## config.mk

```make
export PLATFORM = sky130hd
export DESIGN_NAME = lens_filter_ctrl_flat
export DESIGN_NICKNAME = d
export VERILOG_FILES = /design/src/rtl/lens_filter_ctrl_pkg.sv /design/src/rtl/lens_filter_ctrl_if.sv /design/src/rtl/lens_filter_ctrl_btn_hold_timer.sv /design/src/rtl/lens_filter_ctrl.sv /design/src/flat_wrapper.sv
export SDC_FILE = /design/constraint.sdc
export NUM_CORES = 1
export LEC_CHECK = 0
export ABC_AREA = 1
export ABC_CLOCK_PERIOD_IN_PS = 2800
export CAP_MARGIN = 25
export CORE_UTILIZATION = 60
export CTS_CLUSTER_DIAMETER = 30
export DETAILED_ROUTE_END_ITERATION = 8
export PLACE_DENSITY = 0.8
export SYNTH_ARGS = -nofsm -noshare
export SYNTH_HDL_FRONTEND = slang
export SYNTH_SLANG_ARGS = --single-unit
```

## constraint.sdc

```tcl
create_clock -name clk -period 2.8 [get_ports clk]
set_clock_uncertainty 0.1 [all_clocks]
set_input_delay 0.84 -clock clk [delete_from_list [all_inputs] [get_ports clk]]
set_output_delay 0.84 -clock clk [all_outputs]
set_load 0.05 [all_outputs]
```

## src/rtl/lens_filter_ctrl_pkg.sv

```systemverilog
// Shared types and constants for the lens filter control block.
package lens_filter_pkg;

  localparam int unsigned NUM_BTNS = 5;
  localparam int unsigned FILTER_W = 3;
  localparam int unsigned LEVEL_W  = 4;

  localparam int unsigned BTN_UP     = 0;
  localparam int unsigned BTN_DOWN   = 1;
  localparam int unsigned BTN_LEFT   = 2;
  localparam int unsigned BTN_RIGHT  = 3;
  localparam int unsigned BTN_CENTER = 4;

  typedef logic [FILTER_W-1:0] filter_sel_t;

  typedef enum logic [1:0] {
    C_IDLE    = 2'd0,
    C_PRESSED = 2'd1,
    C_LONG    = 2'd2
  } center_state_t;

endpackage

```

## src/rtl/lens_filter_ctrl_if.sv

```systemverilog
// Button-in / filter-control-out bundle between debounce stage, this block and the datapath.
interface lens_filter_ctrl_if;

  logic [4:0]                 btn;
  lens_filter_pkg::filter_sel_t filter_sel;
  logic [3:0]                 level;
  logic                       freeze;
  logic                       cfg_changed;

  modport master (output btn, input filter_sel, level, freeze, cfg_changed);
  modport slave  (input btn, output filter_sel, level, freeze, cfg_changed);

endinterface

```

## src/rtl/lens_filter_ctrl_btn_hold_timer.sv

```systemverilog
// Hold-to-repeat timer: first step after HOLD_DELAY held cycles, then every REPEAT_PERIOD.
module btn_hold_timer #(
  parameter int unsigned HOLD_DELAY    = 50_000_000,
  parameter int unsigned REPEAT_PERIOD = 10_000_000
) (
  input  logic clk,
  input  logic reset,
  input  logic held,
  input  logic restart,
  output logic step_c
);

  localparam int unsigned CNT_W = $clog2(HOLD_DELAY + 1);

  logic [CNT_W-1:0] cnt;

  assign step_c = held && (cnt == CNT_W'(HOLD_DELAY));

  // Reloading to HOLD_DELAY-REPEAT_PERIOD+1 makes the next match REPEAT_PERIOD cycles later.
  always_ff @(posedge clk or posedge reset) begin
    if (reset) begin
      cnt <= '0;
    end else if (!held) begin
      cnt <= '0;
    end else if (restart) begin
      cnt <= CNT_W'(1);
    end else if (step_c) begin
      cnt <= CNT_W'(HOLD_DELAY - REPEAT_PERIOD + 1);
    end else begin
      cnt <= cnt + CNT_W'(1);
    end
  end

endmodule

```

## src/rtl/lens_filter_ctrl.sv

```systemverilog
// Button levels -> filter select / strength / freeze control with change pulse.
// Auto-repeat of up/down is built only when LENS_FILTER_CTRL_AUTOREPEAT_EN is defined.
module lens_filter_ctrl
  import lens_filter_pkg::*;
#(
  parameter int unsigned NUM_FILTERS   = 6,
  parameter int unsigned LEVEL_MAX     = 15,
  parameter int unsigned LEVEL_DEFAULT = 8,
  parameter int unsigned HOLD_DELAY    = 50_000_000,
  parameter int unsigned REPEAT_PERIOD = 10_000_000,
  parameter int unsigned LONG_PRESS    = 100_000_000
) (
  input logic               clk,
  input logic               reset,
  lens_filter_ctrl_if.slave bus
);

  localparam int unsigned PRESS_W = $clog2(LONG_PRESS);

  logic [NUM_BTNS-1:0] btn_q;
  logic [NUM_BTNS-1:0] rise_c;
  center_state_t       c_state, c_nxt;
  logic [PRESS_W-1:0]  press_cnt, press_nxt;
  filter_sel_t         filter_q, filter_nxt;
  logic [LEVEL_W-1:0]  level_q, level_nxt;
  logic                freeze_q, freeze_nxt;
  logic                cfg_changed_q;
  logic                rep_step_c;
  logic                up_c, down_c;

  assign rise_c = bus.btn & ~btn_q;

`ifdef LENS_FILTER_CTRL_AUTOREPEAT_EN
  logic held_one_c;
  assign held_one_c = bus.btn[BTN_UP] ^ bus.btn[BTN_DOWN];

  btn_hold_timer #(
    .HOLD_DELAY    (HOLD_DELAY),
    .REPEAT_PERIOD (REPEAT_PERIOD)
  ) u_updown_timer (
    .clk     (clk),
    .reset   (reset),
    .held    (held_one_c),
    .restart (rise_c[BTN_UP] | rise_c[BTN_DOWN]),
    .step_c  (rep_step_c)
  );
`else
  assign rep_step_c = 1'b0;
`endif

  // Both up and down high suppresses stepping entirely.
  assign up_c   = bus.btn[BTN_UP]   & ~bus.btn[BTN_DOWN] & (rise_c[BTN_UP]   | rep_step_c);
  assign down_c = bus.btn[BTN_DOWN] & ~bus.btn[BTN_UP]   & (rise_c[BTN_DOWN] | rep_step_c);

  always_ff @(posedge clk or posedge reset) begin
    if (reset) c_state <= C_IDLE;
    else       c_state <= c_nxt;
  end

  // Centre FSM plus next values of all control outputs.
  always_comb begin
    c_nxt      = c_state;
    press_nxt  = press_cnt;
    filter_nxt = filter_q;
    level_nxt  = level_q;
    freeze_nxt = freeze_q;

    if (rise_c[BTN_RIGHT] && !rise_c[BTN_LEFT]) begin
      filter_nxt = (filter_q == filter_sel_t'(NUM_FILTERS - 1)) ? '0 : filter_q + FILTER_W'(1);
    end else if (rise_c[BTN_LEFT] && !rise_c[BTN_RIGHT]) begin
      filter_nxt = (filter_q == '0) ? filter_sel_t'(NUM_FILTERS - 1) : filter_q - FILTER_W'(1);
    end

    if (up_c && level_q != LEVEL_W'(LEVEL_MAX)) begin
      level_nxt = level_q + LEVEL_W'(1);
    end else if (down_c && level_q != '0) begin
      level_nxt = level_q - LEVEL_W'(1);
    end

    unique case (c_state)
      C_IDLE: begin
        if (rise_c[BTN_CENTER]) begin
          c_nxt     = C_PRESSED;
          press_nxt = '0;
        end
      end
      C_PRESSED: begin
        if (bus.btn[BTN_CENTER]) begin
          press_nxt = press_cnt + PRESS_W'(1);
          if (press_nxt == PRESS_W'(LONG_PRESS - 1)) begin
            c_nxt      = C_LONG;
            filter_nxt = '0;
            level_nxt  = LEVEL_W'(LEVEL_DEFAULT);
            freeze_nxt = 1'b0;
          end
        end else begin
          c_nxt      = C_IDLE;
          freeze_nxt = ~freeze_q;
        end
      end
      C_LONG: begin
        if (!bus.btn[BTN_CENTER]) c_nxt = C_IDLE;
      end
      default: c_nxt = C_IDLE;
    endcase
  end

  always_ff @(posedge clk or posedge reset) begin
    if (reset) begin
      btn_q         <= '0;
      press_cnt     <= '0;
      filter_q      <= '0;
      level_q       <= LEVEL_W'(LEVEL_DEFAULT);
      freeze_q      <= 1'b0;
      cfg_changed_q <= 1'b0;
    end else begin
      btn_q         <= bus.btn;
      press_cnt     <= press_nxt;
      filter_q      <= filter_nxt;
      level_q       <= level_nxt;
      freeze_q      <= freeze_nxt;
      cfg_changed_q <= (filter_nxt != filter_q) || (level_nxt != level_q) ||
                       (freeze_nxt != freeze_q);
    end
  end

  assign bus.filter_sel  = filter_q;
  assign bus.level       = level_q;
  assign bus.freeze      = freeze_q;
  assign bus.cfg_changed = cfg_changed_q;

endmodule

```

## src/flat_wrapper.sv

```systemverilog
// flat-port wrapper written by rule: the top's interface ports become plain ports
module lens_filter_ctrl_flat import lens_filter_pkg::*;
#(
  parameter int unsigned NUM_FILTERS   = 6,
  parameter int unsigned LEVEL_MAX     = 15,
  parameter int unsigned LEVEL_DEFAULT = 8,
  parameter int unsigned HOLD_DELAY    = 50_000_000,
  parameter int unsigned REPEAT_PERIOD = 10_000_000,
  parameter int unsigned LONG_PRESS    = 100_000_000
)
  (clk, reset, bus_btn, bus_filter_sel, bus_level, bus_freeze, bus_cfg_changed);
  lens_filter_ctrl_if bus_i ();
  input logic clk;
  input logic reset;
  input wire logic [$bits(bus_i.btn)-1:0] bus_btn;
  output wire logic [$bits(bus_i.filter_sel)-1:0] bus_filter_sel;
  output wire logic [$bits(bus_i.level)-1:0] bus_level;
  output wire logic [$bits(bus_i.freeze)-1:0] bus_freeze;
  output wire logic [$bits(bus_i.cfg_changed)-1:0] bus_cfg_changed;
  assign bus_i.btn = bus_btn;
  assign bus_filter_sel = bus_i.filter_sel;
  assign bus_level = bus_i.level;
  assign bus_freeze = bus_i.freeze;
  assign bus_cfg_changed = bus_i.cfg_changed;
  lens_filter_ctrl #(.NUM_FILTERS(NUM_FILTERS), .LEVEL_MAX(LEVEL_MAX), .LEVEL_DEFAULT(LEVEL_DEFAULT), .HOLD_DELAY(HOLD_DELAY), .REPEAT_PERIOD(REPEAT_PERIOD), .LONG_PRESS(LONG_PRESS)) u_core (.clk(clk), .reset(reset), .bus(bus_i));
endmodule
```

=== Word level (Yosys, flattened, before mapping) ===
Index checks and enable logic that the tools add are counted.

* $add $sub $neg: 5
* $mul: 0
* Div/mod/pow operators: 0
* Magnitude comparators: 0
* Equality and inequality tests: 12
* Shift-type cells: 0
* Muxes and demuxes: 23
* Bitwise gates (word level): 9
* Reductions and logical operators: 14

{| class="wikitable"
|+ Operators with widths
! cell !! number
|-
| two-way mux 27 bit || 2
|-
| case mux 27 bit (2 select lines) || 1
|-
| adder 27 x 1 -> 27 bit, second input constant || 1
|-
| equality test 27 bit, second input constant || 1
|-
| two-way mux 3 bit || 7
|-
| two-way mux 4 bit || 5
|-
| two-way mux 2 bit || 4
|-
| case mux 2 bit (3 select lines) || 1
|-
| AND reduction 3 bit || 2
|-
| bitwise AND 5 bit || 1
|-
| inverter 5 bit || 1
|-
| adder 4 x 1 -> 4 bit, second input constant || 1
|-
| bitwise AND 1 bit || 4
|-
| logical AND 1 bit || 4
|-
| inequality test 2 bit, second input constant || 2
|-
| inequality test 4 bit || 1
|-
| inequality test 4 bit, second input constant || 1
|-
| nonzero test 4 bit || 1
|-
| subtractor 4 x 1 -> 4 bit, second input constant || 1
|-
| adder 3 x 1 -> 3 bit, second input constant || 1
|-
| equality test 3 bit, second input constant || 1
|-
| zero test 3 bit || 1
|-
| two-way mux 1 bit || 3
|-
| inequality test 3 x 2 -> 1 bit, second input constant || 1
|-
| other kinds (11) || 15
|}

* Register bits: 43
* Latch bits: 0
* Bits in writable memories: 0
* Memory bits (read-only): 0
* Input bits: 7
* Output and inout port bits: 9
* Word-level logic and storage cells: 70
* Memories kept: 0

=== Depth between registers and ports, before layout ===
Gate-level depths: netlist of run 1.

* Depth in word-level cells: 12
* Gate-level depth with buffers: 19
* Gate-level depth less buffers: 18

=== Worst setup path after synthesis of run 1 ===
Ideal clock, no wire load.

* Kind: register -> register
* From: register u_core.press_cnt[1]
* To: register u_core.cfg_changed_q (netlist: u_core.bus.cfg_changed)
* Arrival time: 1965 ps
* Data required time: 2575 ps
* Setup slack: 609 ps
* Cell stages (with the launch flop): 18
* Path buffers: 1
* Clock period less this slack: 2191 ps
* Cell sequence: dfrtp_1 > ha_1 > nand2_1 > nor2_1 > inv_1 > nor2_2 > nand2_1 > nand2_1 > nand2_1 > nor2_4 > nand3_2 > nor2_2 > nand3_2 > buf_6 > nand3_2 > nand2_1 > nor2_1 > nand3_1

* Longest elaborated chain between the ends: 8
* Elaborated cells on any way between the ends: 16
* Those cells by class: add/sub: 1; eq/ne: 4; mux: 9; reduce/logical: 2

{| class="wikitable"
|+ RTL lines
! item !! RTL line !! text
|-
| from (decl) || lens_filter_ctrl.sv:23 || <nowiki>logic [PRESS_W-1:0] press_cnt, press_nxt;</nowiki>
|-
| from (signal assigned) || lens_filter_ctrl.sv:118 || <nowiki>press_cnt <= press_nxt;</nowiki>
|-
| adder 27 x 1 -> 27 bit (*) || lens_filter_ctrl.sv:89 || <nowiki>press_nxt = press_cnt + PRESS_W'(1);</nowiki>
|-
| equality test 27 bit (*) || lens_filter_ctrl.sv:90 || <nowiki>if (press_nxt == PRESS_W'(LONG_PRESS - 1)) begin</nowiki>
|-
| two-way mux 4 bit or two-way mux 3 bit (tied branches) || lens_filter_ctrl.sv:90 ||
|-
| two-way mux 4 bit or two-way mux 3 bit (tied branches) || lens_filter_ctrl.sv:88 || <nowiki>if (bus.btn[BTN_CENTER]) begin</nowiki>
|-
| two-way mux 4 bit or two-way mux 3 bit (tied branches) || lens_filter_ctrl.sv:80 || <nowiki>unique case (c_state)</nowiki>
|-
| inequality test 4 bit or inequality test 3 bit (tied branches) || lens_filter_ctrl.sv:122 || <nowiki>cfg_changed_q <= (filter_nxt != filter_q) || (level_nxt != level_q) ||</nowiki>
|-
| logical OR 1 bit || lens_filter_ctrl.sv:122 ||
|-
| logical OR 1 bit (*) || lens_filter_ctrl.sv:122 ||
|-
| to (signal assigned) || lens_filter_ctrl.sv:122 ||
|-
| to (decl) || lens_filter_ctrl.sv:27 || <nowiki>logic cfg_changed_q;</nowiki>
|}

Every way passes the cells marked *; elsewhere a longest branch is shown, timed or not.
A chain may end at the register's enable or synchronous reset.

=== Final worst setup path of run 1 ===
* From: register u_core.press_cnt[0]
* To: register u_core.cfg_changed_q (netlist: u_core.bus.cfg_changed)

Same word-level chain as after synthesis.

==> results.sh, run 1 <==
export IMPL_dp_cells=493
export IMPL_rsz0062_at_grt="no"
export IMPL_worstMarginPinSlew_ns=0.602
export IMPL_yosysWarnings=0
export IMPL_layout_setup_ws_ns=0.191
export IMPL_area_growth_pct=11.7
export IMPL_dp_slack_ns=-0.0319
export IMPL_hold_path_class="flip-flop to flip-flop"
export IMPL_drc=0
export IMPL_post_cts_buffers=0
export IMPL_cp_num_buf_inv=0
export IMPL_die_height_um=71.5
export IMPL_relSlewSlack_pct=59.5
export IMPL_layout_drive_gt1_share_pct=11.4
export IMPL_vias_per_cell=5.43
export IMPL_place_area_um2=3140
export IMPL_final_cells=501
export IMPL_io_buffers=15
export IMPL_critPathCaptureType="flip-flop"
export IMPL_dr_pass1_iters=4
export IMPL_crit_required_ns=2.89
export IMPL_ant_nets=0
export IMPL_grt_pass1_wl_mm=11.1
export IMPL_cts_clk_slew_worst_paths_ns=0.08
export IMPL_worst_hold_slack_ns=0.342
export IMPL_p_seq_share_pct=37.5
export IMPL_power_switching_w=0.000978
export IMPL_setup_viol=0
export IMPL_final_period_utilization_pct=93.2
export IMPL_hold_viol=0
export IMPL_initial_core_util_pct=64.3
export IMPL_syn_nets=437
export IMPL_clockPowerShare_pct=18.4
export IMPL_clockBufferDepth=2
export IMPL_netlist_area_um2=2900
export IMPL_slowest_stage="dfrtp_1"
export IMPL_grt_pass1_vias=2505
export IMPL_globalplace_congestion=0.993
export IMPL_syn_inst=425
export IMPL_num_io_pins=16
export IMPL_p_sw_share_pct=44.6
export IMPL_crit_arrival_ns=2.70
export IMPL_maxCapViolCount=0
export IMPL_critPathMostFrequentCell="nand2_1"
export IMPL_detailroute_via_count=2719
export IMPL_clockRootBuffer="clkbuf_8"
export IMPL_final_nets=460
export IMPL_yosys_register_bits=43
export IMPL_period_needed_ns=2.61
export IMPL_cts_tree="yes"
export IMPL_grt_usage_pct=27.5
export IMPL_drt_iter0_markers=167
export IMPL_final_max_slew_viol_count=0
export IMPL_cp_max_fo=13
export IMPL_pwr_share_comb_pct=44.1
export IMPL_start_kind="flip-flop"
export IMPL_internal_power_w=0.00121
export IMPL_core_area_um2=4500
export IMPL_grt_max_degree=44
export IMPL_critPathKind="flip-flop to flip-flop"
export IMPL_cts_sinks=43
export IMPL_dpl_hpwl_mm=4.88
export IMPL_ctsHtreeMaxLevel=2
export IMPL_yosysUniqueCellTypes=32
export IMPL_avgSynthCellArea_um2=6.82
export IMPL_critPathMaxStageDelay_ns=0.38
export IMPL_globalRouteOverflowTotal=0
export IMPL_peakVddDrop_mv=0.598
export IMPL_p_leak_nw=1.45
export IMPL_numCtsBuffers=5
export IMPL_final_cell_mix="nand2_1, inv_1, nor2_1"
export IMPL_crit_family="simple AND/OR/NAND/NOR gates"
export IMPL_dieArea_um2=5110
export IMPL_design_area_um2=3230
export IMPL_num_fill_cells=378
export IMPL_wl_per_cell_um=12.9
export IMPL_antenna_found_initial=0
export IMPL_max_clock_freq_mhz=383
export IMPL_die_w_um=71.5
export IMPL_status="complete, no violations"
export IMPL_drt_wl_total_mm=6.48
export IMPL_mostFrequentLayoutCell="nand2_1"
export IMPL_path_cells="ha_1, nand2_1, nor2_1, nand2_1, xor2_1, nand3_1, nor2_1, nand2_1, nor2_2, nand3_4, nand2_2, nand2_1, nor2_1, nand3_1"
export IMPL_insertion_delay_ns=0.31
export IMPL_antenna_cells=0
export IMPL_rows=24
export IMPL_ys_seq_area_share_pct=37.2
export IMPL_power_density_nw_per_um2=677
path summary, 6_finish.rpt:
kind | to | slack, ns | from | cells after the start
worst min register to register | u_core.c_state[1]$_DFFE_PP0P_ | 0.34 | u_core.c_state[0]$_DFFE_PP0P_ | 1
min in group asynchronous | u_core.press_cnt[12]$_DFFE_PP0P_ | 0.87 | reset | 3
worst max register to register | u_core.bus.cfg_changed$_DFF_PP0_ | 0.19 | u_core.press_cnt[0]$_DFFE_PP0P_ | 14
worst max-delay path | u_core.bus.cfg_changed$_DFF_PP0_ | 0.19 | u_core.press_cnt[0]$_DFFE_PP0P_ | 14
worst min-delay path | u_core.c_state[1]$_DFFE_PP0P_ | 0.34 | u_core.c_state[0]$_DFFE_PP0P_ | 1
max in group asynchronous | u_core.bus.level[3]$_DFF_PP1_ | 1.37 | reset | 3
layer usage:
metal	up-vias	global-route usage [%]	routed length (µm)	part of all wire, %
met2	84	45.0	3000	46
met4	0	6.97	81	1.3
li1	1402	-	-	-
met1	1224	38.7	3010	46
met3	9	4.08	393	6.1
met5	-	0	0	0
worst reg2reg max path: cells and delay by family (launching register included):
| family | cells | cell delay, ns |
|---|---|---|
| DFF | 1 | 0.38 |
| adders and majority gates | 1 | 0.18 |
| xor gates and xnor gates | 1 | 0.22 |
| and+or+nand+nor | 12 | 1.63 |
synth_stat cells:
library cell  instances  area (µm²)
a211oi_1              1        7.51
xor2_1                8        70.1
nor2_1               51         191
xnor2_1               1        8.76
nor2_2                9        56.3
nor4_1                3        18.8
nor2_4                4        45.0
nand3b_1              2        15.0
o211ai_1              1        7.51
a21oi_1               7        35.0
nand4_1               5        31.3
dfstp_2               1        26.3
buf_6                 1        11.3
ha_1                  5        62.6
nand2_4               1        11.3
o21ai_1               1        5.00
clkinv_1              1        3.75
clkbuf_1              5        18.8
inv_1                64         240
o31ai_1               2        15.0
o22ai_1              24         150
nand3_1              22         110
o21ai_0              10        50.1
nand2_1             128         480
dfrtp_1              42        1050
inv_2                 6        22.5
nand2_2               7        43.8
nor3b_1               1        7.51
and2_1                1        6.26
nor3_1                3        15.0
o32ai_1               1        8.76
nand3_2               7        70.1
metrics by stage:
| step | util, % | power [W] | TNS [ns] |
|---|---|---|---|
| global placement | 69.7 | 0.00177 | 0 |
| detailed placement | 69.7 | 0.00179 | -0.0319 |
| finish | 71.8 | 0.00219 | 0 |
| floorplan | - | 0.00150 | 0 |
| CTS | 71.6 | 0.00220 | 0 |
| global route | 71.8 | 0.00234 | 0 |
flip-flops by register name, indices dropped and copies added (netlist names):
name                    flops
u_core.bus.filter_sel       3
u_core.c_state              2
u_core.bus.cfg_changed      1
u_core.bus.freeze           1
u_core.btn_q                5
u_core.bus.level            4
u_core.press_cnt           27
kinds of logic after synthesis:
kind of cell    after synthesis  synth area share [%]
flops                        43                  37.2
compound gates               47                  9.63
xor+xnor                      9                  2.72
simple gates                244                  38.1
buf+inv                      77                  10.2
fa+ha+maj                     5                  2.16
power by group through the flow:
stage / registers, W / logic [W] / clock network, W
global route: 0.000841 / 0.00106 / 0.000435
global placement: 0.000830 / 0.000943 / 0
CTS: 0.000820 / 0.000963 / 0.000415
detailed placement: 0.000833 / 0.000959 / 0
floorplan: 0.00103 / 0.000466 / 0
finish: 0.000822 / 0.000965 / 0.000403
what timing repair did:
action / 4_1_cts / 5_1_grt
resized for setup: 0 / 2
endpoints found under the setup margin: 0 / 1
hold buffers: 0 / 0
layout make-up:
cell class / instances / area [µm²] / share of cell area, %
multi-input combinational: 305 / 1530 / 47.4
inverter: 71 / 267 / 8.24
clock inverter: 3 / 20.0 / 0.619
tap: 52 / 65.1 / 2.01
sequential: 43 / 1080 / 33.3
clock buffer: 5 / 68.8 / 2.13
timing repair buffer: 22 / 203 / 6.27
(Power assumes the default switching activity.)
==> run 2: changes to the inputs <==
- CORE_ASPECT_RATIO: not set -> 1.75
==> run 2 against run 1 <==
Against the previous run:
- combinational power about the same
- fmax decreased by 0.22%
- critical path type is now flip-flop to output port
- total power increased by 0.55%
- sequential share of layout area about the same
- largest power group unchanged
- critical path depth decreased by 13
==> results.sh, run 2 (synthesis results as in run 1) <==
export IMPL_status="complete, no violations"
export IMPL_final_period_utilization_pct=93.4
export IMPL_ctsHtreeMaxLevel=2
export IMPL_insertion_delay_ns=0.30
export IMPL_detailroute_via_count=2760
export IMPL_mostFrequentLayoutCell="nand2_1"
export IMPL_path_cells="clkdlybuf4s50_1"
export IMPL_critPathMaxStageDelay_ns=0.86
export IMPL_fin_setup_tns_ns=0
export IMPL_clockRootBuffer="clkbuf_8"
export IMPL_r2r_cells=14
export IMPL_cts_sinks=43
export IMPL_initial_core_util_pct=62.1
export IMPL_dr_pass1_iters=4
export IMPL_worstMarginPinSlew_ns=0.554
export IMPL_hold_path_class="flip-flop to flip-flop"
export IMPL_die_height_um=93.9
export IMPL_num_fill_cells=385
export IMPL_globalRouteOverflowTotal=0
export IMPL_globalplace_congestion=0.907
export IMPL_final_max_slew_viol_count=0
export IMPL_crit_cells=1
export IMPL_rows=33
export IMPL_final_nets=461
export IMPL_dp_cells=494
export IMPL_antenna_found_initial=0
export IMPL_period_needed_ns=2.61
export IMPL_rr_endpoint="u_core.bus.cfg_changed$_DFF_PP0_"
export IMPL_rsz0062_at_grt="no"
export IMPL_cts_clk_slew_worst_paths_ns=0.08
export IMPL_whs_path_depth=1
export IMPL_crit_arrival_ns=1.67
export IMPL_final_cell_mix="nand2_1, inv_1, nor2_1"
export IMPL_largest_reg_flops=27
export IMPL_final_cells=502
export IMPL_relSlewSlack_pct=63.1
export IMPL_worstHoldStart="u_core.c_state[0]$_DFFE_PP0P_"
export IMPL_antenna_cells=0
export IMPL_ant_nets=0
export IMPL_regMostFlops="u_core.press_cnt"
export IMPL_power_density_nw_per_um2=680
export IMPL_drt_wl_total_mm=6.89
export IMPL_hold_viol=0
export IMPL_dieArea_um2=5120
export IMPL_grt_pass1_wl_mm=11.3
export IMPL_peakVddDrop_mv=0.734
export IMPL_slowest_stage="clkdlybuf4s50_1"
export IMPL_numCtsBuffers=5
export IMPL_r2r_slack_ns=0.24
export IMPL_drt_iter0_markers=104
export IMPL_layout_setup_ws_ns=0.186
export IMPL_area_growth_pct=11.8
export IMPL_worst_hold_slack_ns=0.347
export IMPL_start_kind="flip-flop"
export IMPL_crit_required_ns=1.86
export IMPL_p_leak_nw=1.45
export IMPL_cp_max_fo=9
export IMPL_drc=0
export IMPL_max_clock_freq_mhz=383
export IMPL_clockBufferDepth=2
export IMPL_cp_num_buf_inv=1
export IMPL_grt_max_degree=44
export IMPL_critPathKind="flip-flop to output port"
export IMPL_vias_per_cell=5.50
export IMPL_io_buffers=15
export IMPL_dpl_hpwl_mm=5.22
export IMPL_maxCapViolCount=0
export IMPL_total_power_w=0.00220
export IMPL_cts_tree="yes"
export IMPL_layout_drive_gt1_share_pct=11.6
export IMPL_wl_per_cell_um=13.7
export IMPL_holdPathEnd="u_core.c_state[1]$_DFFE_PP0P_"
export IMPL_dp_slack_ns=0.00570
export IMPL_reg2reg_from="u_core.press_cnt[1]$_DFFE_PP0P_"
export IMPL_crit_family="buffers and inverters"
export IMPL_grt_usage_pct=30.3
export IMPL_die_w_um=54.5
export IMPL_num_io_pins=16
export IMPL_setup_viol=0
export IMPL_grt_pass1_vias=2632
export IMPL_critPathCaptureType="output port"
export IMPL_core_area_um2=4670
run 2: stage by stage:
stage	instance area, µm²	util (%)
finish	3240	69.4
global route	3240	69.4
CTS	3230	69.2
detailed placement	3150	67.4
global placement	3150	67.4
floorplan	2900	-
run 2: repair_timing:
action                     4_1_cts  5_1_grt
hold buffers                     0        0
buffers inserted                 0        0
resized for setup                0        3
setup endpoints to repair        0        4
run 2: final cells by class:
class                   count  area, µm²  area share [%]
clock buffers               7       76.3            2.36
clock inverters             1       5.00           0.155
well taps                  52       65.1            2.01
multi-input cells         305       1540            47.4
flip-flops and latches     43       1080            33.3
inverters                  71        267            8.23
repair buffers             23        210            6.49
run 2: metal layers:
layer	share of wire [%]	global-route usage, %
met1	39	32.4
met2	54	55.0
met3	2.9	4.69
met4	3.7	13.0
met5	0	0
run 2: worst max-delay path by stage:
stage                                  startpoint                               end
6_report       u_core.bus.filter_sel[0]$_DFF_PP0_                 bus_filter_sel[0]
3_5_place_dp                           bus_btn[2]  u_core.bus.cfg_changed$_DFF_PP0_
3_3_place_gp                           bus_btn[2]  u_core.bus.cfg_changed$_DFF_PP0_
5_1_grt           u_core.press_cnt[1]$_DFFE_PP0P_  u_core.bus.cfg_changed$_DFF_PP0_
4_1_cts           u_core.press_cnt[1]$_DFFE_PP0P_  u_core.bus.cfg_changed$_DFF_PP0_
2_1_floorplan     u_core.press_cnt[1]$_DFFE_PP0P_  u_core.bus.cfg_changed$_DFF_PP0_
run 2: where the power goes:
group / switching (W) / total [W] / leakage [nW] / internal (W)
Sequential: 0.000122 / 0.000839 / 0.561 / 0.000717
Combinational: 0.000645 / 0.000966 / 0.852 / 0.000320
Clock: 0.000222 / 0.000397 / 0.0422 / 0.000176
Total: 0.000989 / 0.00220 / 1.45 / 0.00121
==> run 3: changes to the inputs <==
- CAP_MARGIN: 25 -> 20
- CORE_UTILIZATION: 60 -> 35
- PLACE_DENSITY: 0.8 -> not set
==> run 3 against run 2 <==
Against the previous run:
- combinational power grew 2.7%
- worst setup slack improved by 0.012 ns
- global-route usage down 11 points
- count of clock-buffer cells in the layout grew 1
- register-to-register slack lost 0.04 ns
- sequential power hardly changed
- die area increased by 69%
- wire length grew 8.1%
- largest power group unchanged
- highest routed layer unchanged
==> results.sh, run 3 (synthesis results as in run 1) <==
export IMPL_core_area_um2=7960
export IMPL_dieArea_um2=8660
export IMPL_p_leak_nw=1.49
export IMPL_rows=43
export IMPL_r2r_slack_ns=0.20
export IMPL_whs_path_depth=1
export IMPL_fin_setup_tns_ns=0
export IMPL_r2r_cells=14
export IMPL_post_cts_resized=0
export IMPL_start_kind="flip-flop"
export IMPL_antenna_cells=0
export IMPL_layout_setup_ws_ns=0.198
export IMPL_die_w_um=70.8
export IMPL_reg2reg_from="u_core.press_cnt[1]$_DFFE_PP0P_"
export IMPL_clockRootBuffer="clkbuf_16"
export IMPL_drc=0
export IMPL_crit_family="buffers and inverters"
export IMPL_drt_iter0_markers=110
export IMPL_ant_nets=0
export IMPL_num_io_pins=16
export IMPL_dpl_hpwl_mm=5.60
export IMPL_total_power_w=0.00241
export IMPL_routed_top_layer="met4"
export IMPL_globalplace_congestion=0.827
export IMPL_critPathCaptureType="output port"
export IMPL_antenna_found_initial=0
export IMPL_period_needed_ns=2.60
export IMPL_layout_drive_gt1_share_pct=11.6
export IMPL_area_growth_pct=16.7
export IMPL_clockBufferDepth=2
export IMPL_worstHoldStart="u_core.c_state[0]$_DFFE_PP0P_"
export IMPL_cp_num_buf_inv=1
export IMPL_cts_tree="yes"
export IMPL_final_period_utilization_pct=92.9
export IMPL_final_max_slew_viol_count=0
export IMPL_status="complete, no violations"
export IMPL_path_cells="clkdlybuf4s50_1"
export IMPL_dr_pass1_iters=4
export IMPL_regMostFlops="u_core.press_cnt"
export IMPL_max_clock_freq_mhz=384
export IMPL_grt_usage_pct=18.9
export IMPL_final_util_pct=42.4
export IMPL_mostFrequentLayoutCell="nand2_1"
export IMPL_rsz0062_at_grt="no"
export IMPL_numCtsBuffers=5
export IMPL_wl_per_cell_um=13.8
export IMPL_met1_length_mm=2.95
export IMPL_setup_viol=0
export IMPL_crit_arrival_ns=1.66
export IMPL_grt_pass1_vias=2716
export IMPL_worst_hold_slack_ns=0.368
export IMPL_hold_viol=0
export IMPL_grt_pass1_wl_mm=12.6
export IMPL_final_cell_mix="nand2_1, inv_1, nor2_1"
export IMPL_ctsHtreeMaxLevel=2
export IMPL_hold_path_class="flip-flop to flip-flop"
export IMPL_power_density_nw_per_um2=713
export IMPL_slowest_stage="clkdlybuf4s50_1"
export IMPL_holdPathEnd="u_core.c_state[1]$_DFFE_PP0P_"
export IMPL_cts_sinks=43
export IMPL_critPathKind="flip-flop to output port"
export IMPL_detailroute_via_count=2699
export IMPL_grt_max_degree=44
export IMPL_initial_core_util_pct=36.4
export IMPL_final_nets=461
export IMPL_io_buffers=15
export IMPL_relSlewSlack_pct=66.0
export IMPL_critPathMaxStageDelay_ns=0.86
export IMPL_dp_slack_ns=-0.0107
export IMPL_wl_met3_um=165
export IMPL_vias_per_cell=5.00
export IMPL_maxCapViolCount=0
export IMPL_peakVddDrop_mv=0.685
export IMPL_globalRouteOverflowTotal=0
export IMPL_crit_required_ns=1.86
export IMPL_rr_endpoint="u_core.bus.cfg_changed$_DFF_PP0_"
export IMPL_met2WireLength_mm=4.05
export IMPL_worstMarginPinSlew_ns=0.505
export IMPL_insertion_delay_ns=0.29
export IMPL_largest_reg_flops=27
export IMPL_hold_buffers=0
export IMPL_drt_wl_total_mm=7.45
export IMPL_die_height_um=122
export IMPL_cts_clk_slew_worst_paths_ns=0.06
export IMPL_cp_max_fo=9
export IMPL_post_cts_buffers=0
==> run 3: changes by cell type in the layout (fill, tap and decap cells not counted), sizes merged <==
cell    delta
clkinv     -2
inv        +1
clkbuf     +1
==> run 3: power breakdown <==
group          total, W  switching (W)  leakage (nW)  internal, W
combinational  0.000992       0.000660         0.863     0.000332
clock          0.000580       0.000248        0.0652     0.000333
sequential     0.000837       0.000120         0.562     0.000717
total           0.00241        0.00103          1.49      0.00138
==> run 3: layer usage <==
layer / up-vias / GRT usage, %
met5: - / 0
met4: 0 / 10.1
met3: 16 / 2.13
met2: 45 / 36.1
met1: 1239 / 19.8
li1: 1399 / -
==> run 3: how the worst max path moves through the flow <==
stage,start,endpoint,slack (ns),cells after the start
2_1_floorplan,u_core.press_cnt[1]$_DFFE_PP0P_,u_core.bus.cfg_changed$_DFF_PP0_,0.61,17
3_5_place_dp,bus_btn[2],u_core.bus.cfg_changed$_DFF_PP0_,-0.01,12
4_1_cts,u_core.press_cnt[1]$_DFFE_PP0P_,u_core.bus.cfg_changed$_DFF_PP0_,0.006,14
6_report,u_core.bus.filter_sel[0]$_DFF_PP0_,bus_filter_sel[0],0.20,1
3_3_place_gp,bus_btn[2],u_core.bus.cfg_changed$_DFF_PP0_,0.07,12
5_1_grt,u_core.press_cnt[1]$_DFFE_PP0P_,u_core.bus.cfg_changed$_DFF_PP0_,0.004,15
==> run 3: stage by stage <==
| step | area [µm²] | cells |
|---|---|---|
| 6_report | 3380 | 540 |
| 4_1_cts | 3350 | 540 |
| 5_1_grt | 3380 | 540 |
| 2_1_floorplan | 2900 | 425 |
| 3_3_place_gp | 3220 | 532 |
| 3_5_place_dp | 3220 | 532 |
==> run 3: layout make-up <==
class                   instances  area, µm²
flip-flops and latches         43       1080
fillers                       852       4580
well taps                      90        113
inverters                      71        267
repair buffers                 23        235
multi-input cells             305       1550
clock buffers                   8        136
